`src/rtl/sb_rx_deframer.sv`:
```
// sb_rx_deframer
// Recovers UART-framed bytes from the sideband serial line (one bit per
// sb_clk), removes DLE stuffing and delimits DLE/STX ... DLE/ETX transactions.
// Ports:
//   sb_clk       - sideband clock; sbrx sampled on its rising edge
//   rst          - asynchronous active-low reset
//   sbrx         - serial input, idles high
//   rx_byte      - delivered header/payload byte (qualified by rx_valid)
//   rx_valid     - one-cycle pulse per delivered byte
//   rx_sot       - marks the header byte (with rx_valid)
//   rx_eot       - one-cycle pulse at a good DLE/ETX
//   rx_len       - payload byte count of the current/last transaction
//   rx_err       - one-cycle error pulse
//   err_code     - 01 framing, 10 bad escape, 11 overflow (holds last value)
//   trans_active - high while a transaction is open
module sb_rx_deframer #(
    parameter int         MAX_LEN = 64,
    parameter logic [7:0] DLE     = 8'hFE,
    parameter logic [7:0] ETX     = 8'h40
) (
    input  logic                         sb_clk,
    input  logic                         rst,
    input  logic                         sbrx,
    output logic [7:0]                   rx_byte,
    output logic                         rx_valid,
    output logic                         rx_sot,
    output logic                         rx_eot,
    output logic [$clog2(MAX_LEN+1)-1:0] rx_len,
    output logic                         rx_err,
    output logic [1:0]                   err_code,
    output logic                         trans_active
);
    localparam int LW = $clog2(MAX_LEN + 1);
    localparam logic [LW-1:0] LEN_MAX = LW'(MAX_LEN);

    typedef enum logic [1:0] {B_IDLE, B_DATA, B_STOP, B_WAIT_HIGH} bit_state_t;
    typedef enum logic [2:0] {Y_IDLE, Y_HDR_DLE, Y_HDR, Y_DATA, Y_ESC} byte_state_t;

    bit_state_t  bstate_r, bnext_s;
    byte_state_t ystate_r, ynext_s;
    logic [2:0]  cnt_r, cnt_s;
    logic [7:0]  sh_r, sh_s;
    logic        byte_done_s, frame_err_s, push_s;

    logic [7:0]    byte_s;
    logic          valid_s, sot_s, eot_s, err_s, act_s;
    logic [1:0]    code_s;
    logic [LW-1:0] len_s;

    // Bit-level state, bit counter and shift register.
    always_ff @(posedge sb_clk or negedge rst) begin
        if (!rst) begin
            bstate_r <= B_IDLE;
            cnt_r    <= 3'd0;
            sh_r     <= 8'h00;
        end else begin
            bstate_r <= bnext_s;
            cnt_r    <= cnt_s;
            sh_r     <= sh_s;
        end
    end

    // Bit FSM: start bit, 8 data bits LSB first, stop bit check.
    always_comb begin
        bnext_s     = bstate_r;
        cnt_s       = cnt_r;
        sh_s        = sh_r;
        byte_done_s = 1'b0;
        frame_err_s = 1'b0;
        case (bstate_r)
            B_IDLE: begin
                if (!sbrx) begin
                    bnext_s = B_DATA;
                    cnt_s   = 3'd0;
                end else begin
                    bnext_s = B_IDLE;
                end
            end
            B_DATA: begin
                sh_s  = {sbrx, sh_r[7:1]};
                cnt_s = cnt_r + 3'd1;
                if (cnt_r == 3'd7) begin
                    bnext_s = B_STOP;
                end else begin
                    bnext_s = B_DATA;
                end
            end
            B_STOP: begin
                if (sbrx) begin
                    byte_done_s = 1'b1;
                    bnext_s     = B_IDLE;
                end else begin
                    frame_err_s = 1'b1;
                    bnext_s     = B_WAIT_HIGH;
                end
            end
            B_WAIT_HIGH: begin
                // A stuck-low line must not be read as a stream of zero bytes.
                if (sbrx) begin
                    bnext_s = B_IDLE;
                end else begin
                    bnext_s = B_WAIT_HIGH;
                end
            end
            default: bnext_s = B_IDLE;
        endcase
    end

    // Byte-level state and all registered outputs.
    always_ff @(posedge sb_clk or negedge rst) begin
        if (!rst) begin
            ystate_r     <= Y_IDLE;
            rx_byte      <= 8'h00;
            rx_valid     <= 1'b0;
            rx_sot       <= 1'b0;
            rx_eot       <= 1'b0;
            rx_len       <= '0;
            rx_err       <= 1'b0;
            err_code     <= 2'b00;
            trans_active <= 1'b0;
        end else begin
            ystate_r     <= ynext_s;
            rx_byte      <= byte_s;
            rx_valid     <= valid_s;
            rx_sot       <= sot_s;
            rx_eot       <= eot_s;
            rx_len       <= len_s;
            rx_err       <= err_s;
            err_code     <= code_s;
            trans_active <= act_s;
        end
    end

    // Byte FSM: escape handling, transaction delimiting, error aborts.
    always_comb begin
        ynext_s = ystate_r;
        byte_s  = rx_byte;
        valid_s = 1'b0;
        sot_s   = 1'b0;
        eot_s   = 1'b0;
        err_s   = 1'b0;
        code_s  = err_code;
        len_s   = rx_len;
        act_s   = trans_active;
        push_s  = 1'b0;
        if (frame_err_s) begin
            err_s  = 1'b1;
            code_s = 2'b01;
            if ((ystate_r == Y_DATA) || (ystate_r == Y_ESC)) begin
                ynext_s = Y_IDLE;
                act_s   = 1'b0;
            end else begin
                ynext_s = ystate_r;
            end
        end else if (byte_done_s) begin
            case (ystate_r)
                Y_IDLE: begin
                    if (sh_r == DLE) begin
                        ynext_s = Y_HDR_DLE;
                    end else begin
                        ynext_s = Y_IDLE;
                    end
                end
                Y_HDR_DLE: begin
                    if (sh_r == DLE) begin
                        ynext_s = Y_HDR_DLE;
                    end else if (sh_r == ETX) begin
                        ynext_s = Y_IDLE;
                    end else begin
                        byte_s  = sh_r;
                        valid_s = 1'b1;
                        sot_s   = 1'b1;
                        len_s   = '0;
                        act_s   = 1'b1;
                        ynext_s = Y_DATA;
                    end
                end
                Y_DATA: begin
                    if (sh_r == DLE) begin
                        ynext_s = Y_ESC;
                    end else begin
                        push_s = 1'b1;
                    end
                end
                Y_ESC: begin
                    if (sh_r == DLE) begin
                        push_s  = 1'b1;
                        ynext_s = Y_DATA;
                    end else if (sh_r == ETX) begin
                        eot_s   = 1'b1;
                        act_s   = 1'b0;
                        ynext_s = Y_IDLE;
                    end else begin
                        err_s   = 1'b1;
                        code_s  = 2'b10;
                        act_s   = 1'b0;
                        ynext_s = Y_IDLE;
                    end
                end
                // Y_HDR is a reserved encoding that is never entered.
                default: ynext_s = Y_IDLE;
            endcase
            // Payload delivery shared by plain and unstuffed bytes; a full
            // transaction aborts instead of wrapping the count.
            if (push_s) begin
                if (rx_len == LEN_MAX) begin
                    err_s   = 1'b1;
                    code_s  = 2'b11;
                    act_s   = 1'b0;
                    ynext_s = Y_IDLE;
                end else begin
                    byte_s  = sh_r;
                    valid_s = 1'b1;
                    len_s   = rx_len + {{(LW-1){1'b0}}, 1'b1};
                end
            end else begin
                len_s = len_s;
            end
        end else begin
            ynext_s = ystate_r;
        end
    end
endmodule

```
`config.mk`:
```
export PLATFORM = sky130hd
export DESIGN_NAME = sb_rx_deframer
export DESIGN_NICKNAME = d
export VERILOG_FILES = /design/src/rtl/sb_rx_deframer.sv
export SDC_FILE = /design/constraint.sdc
export NUM_CORES = 1
export LEC_CHECK = 0
export CAP_MARGIN = 20
export CORE_MARGIN = 2
export CORE_UTILIZATION = 53
export CTS_BUF_LIST = sky130_fd_sc_hd__clkbuf_8 sky130_fd_sc_hd__clkbuf_16
export CTS_CLUSTER_DIAMETER = 30
export DETAILED_ROUTE_END_ITERATION = 8
export GPL_TIMING_DRIVEN = 0
export PLACE_DENSITY = 0.84
export SYNTH_ARGS = -nofsm -noshare
export SYNTH_HDL_FRONTEND = slang
export SYNTH_SLANG_ARGS = --single-unit
```
`constraint.sdc`:
```
create_clock -name sb_clk -period 2.7 [get_ports sb_clk]
set_clock_uncertainty 0.05 [all_clocks]
set_input_delay 0.405 -clock sb_clk [delete_from_list [all_inputs] [get_ports sb_clk]]
set_output_delay 0.405 -clock sb_clk [all_outputs]
set_load 0.01 [all_outputs]
```
==> results of run 1 <==
[final cells by class]
class,instances,area (um^2),share of cell area
buffer,4,26.28,0.01206
clock buffer,6,82.58,0.03791
clock inverter,2,12.51,0.005744
inverter,7,26.28,0.01206
multi-input combinational,108,787.0,0.3613
sequential,38,950.9,0.4365
tap,46,57.56,0.02642
timing repair buffer,24,235.2,0.1080
[state kept, by name, indices dropped and copies added, names as in the netlist]
name / count
rx_err: 1
ystate_r: 3
rx_len: 7
rx_eot: 1
rx_sot: 1
bstate_r: 2
sh_r: 8
cnt_r: 3
rx_byte: 8
rx_valid: 1
err_code: 2
trans_active: 1
[cells by family (layout without fill, tap and decap cells)]
group / after synthesis / in the layout / synth area share
AO/OA/AOI/OAI: 39 / 39 / 0.1635
adder cells (fa/ha/maj): 4 / 4 / 0.02795
buffers and inverters: 11 / 43 / 0.02936
flip-flops: 38 / 38 / 0.5311
multiplexers: 11 / 11 / 0.06848
AND/OR/NAND/NOR: 54 / 54 / 0.1796
[routing by layer]
metal / GRT usage / vias to the layer above / wire, um
met4: 0.09722 / 0 / 87
li1: - / 638 / -
met3: 0.05435 / 7 / 139
met5: 0 / - / 0
met2: 0.3424 / 29 / 1862
met1: 0.2491 / 676 / 1497
[cell usage after synthesis (2+ instances only)]
cell	count	area [um^2]
sky130_fd_sc_hd__nor2b_1	2	12.51
sky130_fd_sc_hd__mux2_2	10	112.6
sky130_fd_sc_hd__a22o_1	8	70.07
sky130_fd_sc_hd__a221o_1	4	40.04
sky130_fd_sc_hd__nor2_1	9	33.78
sky130_fd_sc_hd__and3b_1	2	17.52
sky130_fd_sc_hd__nand3_1	3	15.01
sky130_fd_sc_hd__inv_1	7	26.28
sky130_fd_sc_hd__a21oi_1	4	20.02
sky130_fd_sc_hd__ha_1	4	50.05
sky130_fd_sc_hd__o31ai_1	2	15.01
sky130_fd_sc_hd__nand2b_1	2	12.51
sky130_fd_sc_hd__a32o_1	2	20.02
sky130_fd_sc_hd__nor3_1	2	10.01
sky130_fd_sc_hd__clkbuf_1	2	7.510
sky130_fd_sc_hd__nand4_1	3	18.77
sky130_fd_sc_hd__or2_2	2	12.51
sky130_fd_sc_hd__nand2_1	11	41.29
sky130_fd_sc_hd__and3_1	4	25.02
sky130_fd_sc_hd__o21a_1	2	15.01
sky130_fd_sc_hd__a31oi_1	2	12.51
sky130_fd_sc_hd__o21ai_0	10	50.05
sky130_fd_sc_hd__dfrtp_1	38	950.9
[worst max path at each step]
stage | startpoint | to | cells past startpoint
finish | sbrx | rx_len[5]$_DFFE_PN0P_ | 8
global route | rx_len[0]$_DFFE_PN0P_ | rx_len[4]$_DFFE_PN0P_ | 8
CTS | sbrx | rx_len[5]$_DFFE_PN0P_ | 8
detailed placement | sbrx | rx_len[5]$_DFFE_PN0P_ | 8
global placement | sbrx | rx_len[4]$_DFFE_PN0P_ | 8
floorplan | rx_len[0]$_DFFE_PN0P_ | rx_len[4]$_DFFE_PN0P_ | 8
[report_power, final]
| part | total, mW | switching (mW) | internal [mW] |
|---|---|---|---|
| Clock | 0.401 | 0.196 | 0.205 |
| Sequential | 0.802 | 0.119 | 0.683 |
| Combinational | 0.407 | 0.189 | 0.218 |
[critical path: cells and delay by family]
family	cells	cell delay (ns)
buffers and inverters	4	1.02
and+or+nand+nor	3	0.65
AOI/OAI and AO/OA	1	0.34
[through the flow]
step	instance area, um^2	util	hold slack [ns]	cells
3_5_place_dp	2083	0.6343	0.4405	227
4_1_cts	2178	0.6632	0.1825	235
6_report	2178	0.6632	0.1532	235
3_3_place_gp	2088	0.6358	0.4373	227
2_1_floorplan	1790	-	0.05941	157
5_1_grt	2178	0.6632	0.2308	235
==> summary.txt, run 1 <==
Timing
  – Number of endpoints with negative hold slack in the final report: 0
  – RSZ-0062 raised after global routing: no
  – Transition time at the pin with the least slew margin: 0.8340 ns
  – Minimum clock period after layout: 2.289 ns
  – Part of the cycle the worst path needs: 0.8477
  – Total Neg Setup Slack: 0 ns
  – Relative max-transition margin: 0.4440
  – Highest Clock Rate: 436.9 MHz
  – Worst path setup slack after routing: 0.4112 ns
  – Final Max Slew Viols: 0
  – Final setup violation count: 0

Global route
  – Number of antenna violations at the first check in global routing: 0
  – Maximum number of pins on one net before global-route repair: 39
  – Gr ovfl total: 0
  – First-pass GRT wire length: 6141 um
  – Number of global-route vias before repair: 1,318
  – Total global routing track utilization: 0.2053

CTS
  – Clock-pin slew reported for the worst setup and hold paths after clock tree synthesis: 0.08 ns
  – Deepest level of the CTS H-tree: 2
  – PostCTS Resize Cnt: 0
  – Post-CTS Hold Fix Bufs: 0
  – Clock sink count: 38
  – Clock insertion delay at the later pin of the skew report: 0.29 ns
  – Number of setup buffers added after CTS: 0
  – Clock tree buffer depth: 2
  – Cts bufs inserted: 5
  – Clock root buffer master: sky130_fd_sc_hd__clkbuf_8
  – TritonCTS clock tree: done

Critical path
  – Arrival time of data at the critical path endpoint: 2.42 ns
  – Largest driver fanout on the critical path: 10
  – Critical path class: input port to flop
  – Highest cell delay on the worst timing path: 0.60 ns
  – Ordered cell list for the critical path: clkdlybuf4s50_1 -> inv_1 -> or3_1 -> and3b_1 -> buf_4 -> nor2_4 -> buf_6 -> a221o_1
  – Crit start category: input port
  – Critical register-to-register path endpoint: rx_len[5]$_DFFE_PN0P_
  – Type of element capturing the critical path: flop
  – Critical-path top delay cell: sky130_fd_sc_hd__clkdlybuf4s50_1
  – Worst Path Required: 2.83 ns
  – Worst reg2reg startpoint: rx_len[0]$_DFFE_PN0P_
  – Worst reg2reg path depth: 8
  – Register-to-register setup slack: 0.44 ns

Synth
  – Synthesized cell area: 1790 um^2
  – Count of state elements after synthesis: 38
  – Synth Net Count: 164
  – Sequential element share of the synthesized area: 0.5311
  – Number of instances in the synthesized netlist: 157
  – Avg Synthesized Cell Area: 11.40 um^2
  – Most common flop cell mapped by yosys: sky130_fd_sc_hd__dfrtp_1
  – Number of warnings reported in the yosys synthesis log: 0
  – Fraction of registers with async set/reset: 1.000
  – Post-synth EDFFs: 0
  – Unique cell type count in the Yosys netlist: 45

Floorplan
  – Area of the placeable core: 3284 um^2
  – Core Rows: 21
  – Overall die area: 3859 um^2
  – Count of boundary I/O pins: 25
  – Effective utilization at floorplan: 0.5451
  – Overall die height: 62.12 um
  – Die Width: 62.12 um

Route
  – Starting DRC count in detailed routing: 121
  – Final routed DRC violation total: 0
  – Drt wl/cell: 15.26 um
  – DRT antenna net count: 0
  – Detailed-route vias per instance: 5.745
  – First-pass DRT Iterations: 4
  – Routed vias: 1,350
  – Post-Route WL: 3587 um

Power and ir drop
  – Worst voltage drop across the vdd grid: 0.6179 mV
  – Total power after layout: 1.611 mW
  – Static leakage: 0.9810 nW
  – Power density relative to cell area: 739.4 nW/um^2

Placement
  – Dpl ws: 0.09536 ns
  – Placer Congestion: 0.9549
  – Port Buffers: 24
  – Half-perimeter wire length after placement: 2600 um

Cells and area
  – Number of fill cells in the layout: 249
  – NumNets Final: 195
  – Top library cells by usage in the layout, fill and taps aside: 38 x sky130_fd_sc_hd__dfrtp_1, 23 x sky130_fd_sc_hd__clkdlybuf4s50_1, 11 x sky130_fd_sc_hd__nand2_1, 10 x sky130_fd_sc_hd__o21ai_0, 10 x sky130_fd_sc_hd__mux2_2
  – Most common cell after layout, fill and taps aside: sky130_fd_sc_hd__dfrtp_1
  – Area growth syn-to-layout: 21.66%
  – Fraction of layout cells with a size suffix above 1: 0.1534
  – Antenna Diode Count: 0

Job
  – Max_cap viols: 0

Worst hold path
  – Min-Delay Path Class: input port to asynchronous set/reset pin

Outcome
  – Status: complete, no violations
(Power assumes the default switching activity.)
==> run 2: changes to the inputs <==
--- a/config.mk
+++ b/config.mk
@@ -7,12 +7,12 @@
 export LEC_CHECK = 0
 export CAP_MARGIN = 20
 export CORE_MARGIN = 2
-export CORE_UTILIZATION = 53
+export CORE_UTILIZATION = 48
 export CTS_BUF_LIST = sky130_fd_sc_hd__clkbuf_8 sky130_fd_sc_hd__clkbuf_16
 export CTS_CLUSTER_DIAMETER = 30
 export DETAILED_ROUTE_END_ITERATION = 8
 export GPL_TIMING_DRIVEN = 0
-export PLACE_DENSITY = 0.84
+export PLACE_DENSITY = 0.8
 export SYNTH_ARGS = -nofsm -noshare
 export SYNTH_HDL_FRONTEND = slang
 export SYNTH_SLANG_ARGS = --single-unit
==> constraint.sdc (replaced) <==
create_clock -name sb_clk -period 2 [get_ports sb_clk]
set_clock_uncertainty 0.05 [all_clocks]
set_input_delay 0.3 -clock sb_clk [delete_from_list [all_inputs] [get_ports sb_clk]]
set_output_delay 0.3 -clock sb_clk [all_outputs]
set_load 0.01 [all_outputs]
==> summary.txt, run 2 (synthesized netlist as in run 1, its figures left out) <==
Route
  – Post-Route WL: 3995 um (+11%)
  – DRT antenna net count: 0 (unchanged)
  – Routed vias: 1,466 (+8.6%)
  – Starting DRC count in detailed routing: 97 (-20%)
  – Drt wl/cell: 15.98 um (+4.7%)
  – Final routed DRC violation total: 0 (unchanged)
  – Detailed-route vias per instance: 5.864 (+2.1%)
  – First-pass DRT Iterations: 4 (unchanged)

Critical path
  – Arrival time of data at the critical path endpoint: 2.07 ns (-0.35 ns)
  – Timing startpoint of the critical path: rx_len[1]$_DFFE_PN0P_
  – Crit start category: flop
  – Worst reg2reg path depth: 8 (unchanged)
  – Worst reg2reg startpoint: rx_len[1]$_DFFE_PN0P_
  – Register-to-register setup slack: 0.05 ns (-0.39 ns)
  – Crit path to: rx_len[5]$_DFFE_PN0P_
  – Critical path class: flop to flop
  – Critical-path top delay cell: sky130_fd_sc_hd__dfrtp_1
  – Critical register-to-register path endpoint: rx_len[5]$_DFFE_PN0P_
  – Type of element capturing the critical path: flop
  – Worst Path Required: 2.12 ns (-0.71 ns)
  – Largest driver fanout on the critical path: 6 (-4)
  – Ordered cell list for the critical path: inv_2 -> ha_2 -> nor4b_4 -> and3b_2 -> a211oi_4 -> nor2_4 -> buf_6 -> a221o_1
  – Highest cell delay on the worst timing path: 0.38 ns (-0.22 ns)

Floorplan
  – Overall die area: 4235 um^2 (+9.7%)
  – Overall die height: 65.08 um (+4.8%)
  – Area of the placeable core: 3633 um^2 (+11%)
  – Core Rows: 22 (+4.8%)
  – Count of boundary I/O pins: 25 (unchanged)
  – Die Width: 65.08 um (+4.8%)
  – Effective utilization at floorplan: 0.4928 (-0.05237)

Timing
  – Transition time at the pin with the least slew margin: 0.8038 ns (-0.03021 ns)
  – Final Max Slew Viols: 0 (unchanged)
  – Final setup violation count: 0 (unchanged)
  – Number of endpoints with negative hold slack in the final report: 0 (unchanged)
  – Worst hold slack: 0.03642 ns (-0.1167 ns)
  – Part of the cycle the worst path needs: 0.9738
  – Relative max-transition margin: 0.4641 (+0.02014)
  – RSZ-0062 raised after global routing: yes
  – Minimum clock period after layout: 1.948 ns
  – Highest Clock Rate: 513.5 MHz

Cells and area
  – Most common cell after layout, fill and taps aside: sky130_fd_sc_hd__dfrtp_1
  – NumNets Final: 208 (+6.7%)
  – Utilization after layout: 0.6508 (-0.01241)
  – Antenna Diode Count: 0 (unchanged)
  – Registers with the most flip-flops: rx_byte x8, sh_r x8, rx_len x7
  – Number of fill cells in the layout: 292 (+17%)
  – Fraction of layout cells with a size suffix above 1: 0.3069 (+0.1535)
  – Top library cells by usage in the layout, fill and taps aside: 30 x sky130_fd_sc_hd__dfrtp_1, 22 x sky130_fd_sc_hd__clkdlybuf4s50_1, 12 x sky130_fd_sc_hd__buf_4, 10 x sky130_fd_sc_hd__nand2_1
  – Area growth syn-to-layout: 32.08%
  – Final design area excluding fillers: 2365 um^2 (+8.6%)

Power and ir drop
  – Reg power frac: 0.503 (+0.005)
  – Cell internal pwr: 1.520 mW (+37%)
  – Power share of the clock group: 0.237 (-0.012)
  – Switching power as a share of total power: 0.3159 (+0.002706)
  – Power density relative to cell area: 939.9 nW/um^2 (+27%)
  – Static leakage: 1.053 nW (+7.4%)
  – Worst voltage drop across the vdd grid: 0.7444 mV (+20%)
  – Total power after layout: 2.223 mW (+38%)
  – Switching power: 702.2 uW (+39%)
  – Combinational power share: 0.260 (+0.007)

Global route
  – Gr ovfl total: 0 (unchanged)
  – First-pass GRT wire length: 6851 um (+12%)
  – Total global routing track utilization: 0.2159 (+0.01067)
  – Number of antenna violations at the first check in global routing: 0 (unchanged)
  – Maximum number of pins on one net before global-route repair: 39 (unchanged)
  – Number of global-route vias before repair: 1,534 (+16%)

CTS
  – Cts bufs inserted: 5 (unchanged)
  – Clock root buffer master: sky130_fd_sc_hd__clkbuf_8
  – Clock-pin slew reported for the worst setup and hold paths after clock tree synthesis: 0.07 ns (about the same)
  – Deepest level of the CTS H-tree: 2 (unchanged)
  – Clock insertion delay at the later pin of the skew report: 0.30 ns (about the same)
  – Clock sink count: 38 (unchanged)
  – TritonCTS clock tree: done
  – Clock tree buffer depth: 2 (unchanged)

Worst hold path
  – Min-Delay Path Class: input port to asynchronous set/reset pin

Placement
  – Standard cell area after detailed placement: 2105 um^2 (+1.0%)
  – Half-perimeter wire length after placement: 2697 um (+3.7%)
  – Port Buffers: 24 (unchanged)
  – Placer Congestion: 0.9753 (+2.1%)

Outcome
  – Status: complete, no violations

Job
  – Max_cap viols: 0 (unchanged)
run 2: final cells by class:
class                   count  area, um^2  share of cell area
multi-input cells         108       850.8              0.3598
well taps                  48       60.06             0.02540
flip-flops and latches     38       960.9              0.4063
inverters                   7       26.28             0.01111
clock buffers               6       82.58             0.03492
clock inverters             2       8.758            0.003704
repair buffers             37       345.3              0.1460
plain buffers               4       30.03             0.01270
run 2: critical path: cells and delay by family, from the launching register on:
family	cells	cell delay, ns
and+or+nand+nor	3	0.43
AOI/OAI and AO/OA	2	0.60
buffers and inverters	2	0.19
adders and majority gates	1	0.16
DFF	1	0.38
run 2: routing by layer:
metal	vias up	part of all wire	track usage	wire, um
li1	668	-	-	-
met1	739	0.42	0.2528	1685
met2	50	0.50	0.3608	2015
met3	9	0.051	0.06424	203
met4	0	0.023	0.1068	91
met5	-	0	0	0
run 2: timing repair:
item	4_1_cts	5_1_grt
gates resized for setup	6	18
hold buffers	0	0
setup buffers	9	4
setup endpoints to repair	14	12
pin swaps	2	5
hold endpoints to repair	0	0
run 2: power by group through the flow:
stage               sequential, mW  clock [mW]  combinational [mW]
floorplan                     1.05           0               0.423
finish                        1.12       0.528               0.577
detailed placement            1.10           0               0.559
CTS                           1.10       0.543               0.579
global placement              1.08           0               0.514
global route                  1.14       0.595               0.650
run 2: how the worst min path moves through the flow:
stage          slack [ns]                 start               endpoint
3_3_place_gp         0.44  cnt_r[2]$_DFFE_PN0P_   cnt_r[2]$_DFFE_PN0P_
2_1_floorplan       -0.05                   rst  bstate_r[0]$_DFF_PN0_
6_report             0.04                   rst  rx_len[1]$_DFFE_PN0P_
5_1_grt              0.09                   rst  rx_len[2]$_DFFE_PN0P_
3_5_place_dp         0.39                   rst  rx_len[2]$_DFFE_PN0P_
4_1_cts              0.07                   rst  rx_len[2]$_DFFE_PN0P_
run 2: through the flow:
stage / setup slack [ns] / cells / setup TNS, ns
2_1_floorplan: -0.06605 / 157 / -0.1321
3_3_place_gp: -0.4847 / 229 / -12.43
3_5_place_dp: -0.5136 / 229 / -5.792
4_1_cts: 0.0006635 / 246 / 0
5_1_grt: -0.008912 / 250 / -0.02095
6_report: 0.05248 / 250 / 0
==> run 3: changes to the inputs <==
--- a/config.mk
+++ b/config.mk
@@ -12,7 +12,9 @@
 export CTS_CLUSTER_DIAMETER = 30
 export DETAILED_ROUTE_END_ITERATION = 8
 export GPL_TIMING_DRIVEN = 0
+export HOLD_SLACK_MARGIN = 0.08
 export PLACE_DENSITY = 0.8
+export SKIP_CTS_REPAIR_TIMING = 1
 export SYNTH_ARGS = -nofsm -noshare
 export SYNTH_HDL_FRONTEND = slang
 export SYNTH_SLANG_ARGS = --single-unit
==> summary.txt, run 3 (synthesized netlist as in run 1, its figures left out) <==
Timing
  – Worst hold slack: 0.03384 ns (-0.002583 ns)
  – Transition time at the pin with the least slew margin: 0.8049 ns (+0.001106 ns)
  – Number of endpoints with negative hold slack in the final report: 0 (unchanged)
  – RSZ-0062 raised after global routing: yes
  – Final Max Slew Viols: 0 (unchanged)
  – Final setup violation count: 2 (+2)
  – Minimum clock period after layout: 2.057 ns (+0.1097 ns)
  – Worst path setup slack after routing: -0.05719 ns (-0.1097 ns)
  – Highest Clock Rate: 486.1 MHz (-5.3%)
  – Relative max-transition margin: 0.4634 (-0.0007370)
  – Part of the cycle the worst path needs: 1.029 (+0.05484)

Global route
  – Number of antenna violations at the first check in global routing: 0 (unchanged)
  – Number of global-route vias before repair: 1,458 (-5.0%)
  – Grt met2 use: 0.3479 (-0.01289)
  – Total global routing track utilization: 0.2070 (-0.008935)
  – Met3 demand-to-capacity share in global routing: 0.06250 (-0.001736)
  – Gr ovfl total: 0 (unchanged)
  – Met1 track demand over resource in global routing: 0.2403 (-0.01253)
  – First-pass GRT wire length: 6561 um (-4.2%)
  – Maximum number of pins on one net before global-route repair: 39 (unchanged)
  – Highest-utilization routing layer at the global route stage: met2

Outcome
  – Status: finished, violations left
  – Failing checks: setup timing

CTS
  – TritonCTS clock tree: done
  – Clock root buffer master: sky130_fd_sc_hd__clkbuf_8
  – Clock-pin slew reported for the worst setup and hold paths after clock tree synthesis: 0.07 ns (about the same)
  – Deepest level of the CTS H-tree: 2 (unchanged)
  – Clock tree buffer depth: 2 (unchanged)
  – Cts bufs inserted: 5 (unchanged)
  – Clock insertion delay at the later pin of the skew report: 0.30 ns (about the same)
  – Clock sink count: 38 (unchanged)

Cells and area
  – NumNets Final: 205 (-1.4%)
  – Top library cells by usage in the layout, fill and taps aside: 36 x sky130_fd_sc_hd__dfrtp_1, 22 x sky130_fd_sc_hd__clkdlybuf4s50_1, 11 x sky130_fd_sc_hd__nand2_1, 10 x sky130_fd_sc_hd__mux2_2
  – Non-filler instance count after layout: 247 (-1.2%)
  – Area growth syn-to-layout: 29.35%
  – Fraction of layout cells with a size suffix above 1: 0.2513 (-0.05567)
  – Antenna Diode Count: 0 (unchanged)
  – Most common cell after layout, fill and taps aside: sky130_fd_sc_hd__dfrtp_1
  – Registers with the most flip-flops: rx_byte x8, sh_r x8, rx_len x7

Critical path
  – Number of buffer and inverter instances along the worst setup path: 3 (+1)
  – Critical-path top delay cell: sky130_fd_sc_hd__dfrtp_1
  – Type of element capturing the critical path: flop
  – Largest driver fanout on the critical path: 6 (unchanged)
  – Worst Path Required: 2.12 ns (about the same)
  – Arrival time of data at the critical path endpoint: 2.18 ns (+0.11 ns)
  – Critical path class: flop to flop
  – Highest cell delay on the worst timing path: 0.40 ns (+0.02 ns)
  – Register-to-register setup slack: -0.06 ns (-0.11 ns)
  – Crit start category: flop
  – Cell type group with the largest total delay on the critical path: compound AO/OA/AOI/OAI gates
  – Cell with the most instances on the worst path: sky130_fd_sc_hd__buf_6
  – Ordered cell list for the critical path: inv_2 -> ha_4 -> nor4b_4 -> and3b_2 -> a211oi_4 -> buf_6 -> nor2_4 -> buf_6 -> a221o_1

Route
  – Final routed DRC violation total: 0 (unchanged)
  – Drt wl/cell: 15.87 um (-0.71%)
  – DRT antenna net count: 0 (unchanged)
  – Post-Route WL: 3919 um (-1.9%)
  – Starting DRC count in detailed routing: 141 (+45%)
  – Routed vias: 1,444 (-1.5%)
  – Detailed-route vias per instance: 5.846 (-0.30%)
  – First-pass DRT Iterations: 4 (unchanged)

Placement
  – Instance count after placement with tap cells included: 229 (unchanged)
  – Half-perimeter wire length after placement: 2697 um (unchanged)
  – Port Buffers: 24 (unchanged)
  – Placer Congestion: 0.9753 (unchanged)

Floorplan
  – Overall die area: 4235 um^2 (unchanged)
  – Area of the placeable core: 3633 um^2 (unchanged)
  – Overall die height: 65.08 um (unchanged)
  – Core Rows: 22 (unchanged)
  – Die Width: 65.08 um (unchanged)
  – Count of boundary I/O pins: 25 (unchanged)
  – Effective utilization at floorplan: 0.4928 (unchanged)

Power and ir drop
  – Power density relative to cell area: 949.2 nW/um^2 (+0.99%)
  – Static leakage: 1.034 nW (-1.8%)
  – Total power after layout: 2.198 mW (-1.1%)
  – Worst voltage drop across the vdd grid: 0.7322 mV (-1.6%)

Job
  – Max_cap viols: 0 (unchanged)

Worst hold path
  – Min-Delay Path Class: input port to asynchronous set/reset pin
run 3: changes by cell type in the layout (fill, tap and decap cells not counted), sizes merged:
cell	change
buf	-3
clkdlybuf4s15	-1
dlymetal6s2s	+1
run 3: final cells by class:
class | count | area, um^2
buffer | 4 | 26.28
multi-input combinational | 108 | 844.6
sequential | 38 | 953.4
timing repair buffer | 34 | 314.1
inverter | 7 | 26.28
fill | 288 | 1318
tap | 48 | 60.06
clock inverter | 2 | 8.758
clock buffer | 6 | 82.58
run 3: final timing paths:
check,end,start,depth (start not counted)
hold reg to reg,rx_byte[2]$_DFFE_PN0P_,rx_byte[2]$_DFFE_PN0P_,1
hold / removal,rx_len[1]$_DFFE_PN0P_,rst,1
setup / recovery,rx_len[5]$_DFFE_PN0P_,rx_len[1]$_DFFE_PN0P_,9
max in group asynchronous,ystate_r[0]$_DFFE_PN0P_,rst,1
setup reg to reg,rx_len[5]$_DFFE_PN0P_,rx_len[1]$_DFFE_PN0P_,9
min in group sb_clk,bstate_r[1]$_DFF_PN0_,sbrx,2
run 3: report_power, final:
group	leakage (nW)	internal [mW]	switching, mW	total, mW
Clock	0.0524	0.273	0.258	0.530
Sequential	0.478	0.923	0.179	1.10
Combinational	0.504	0.305	0.261	0.565
Total	1.03	1.50	0.698	2.20
run 3: through the flow:
step           TNS [ns]  area, um^2  utilization  worst slack (ns)
2_1_floorplan   -0.1321        1809            -          -0.06605
3_3_place_gp     -12.43        2110       0.5806           -0.4847
3_5_place_dp     -5.792        2105       0.5792           -0.5136
4_1_cts          -1.440        2196       0.6043           -0.2212
5_1_grt         -0.5043        2316       0.6374           -0.1103
6_report        -0.1070        2316       0.6374          -0.05719
run 3: layer usage:
| metal | wire length (um) | part of all wire | up-vias |
|---|---|---|---|
| met5 | 0 | 0 | - |
| met3 | 245 | 0.063 | 7 |
| li1 | - | - | 665 |
| met2 | 1982 | 0.51 | 49 |
| met4 | 70 | 0.018 | 0 |
| met1 | 1620 | 0.41 | 723 |
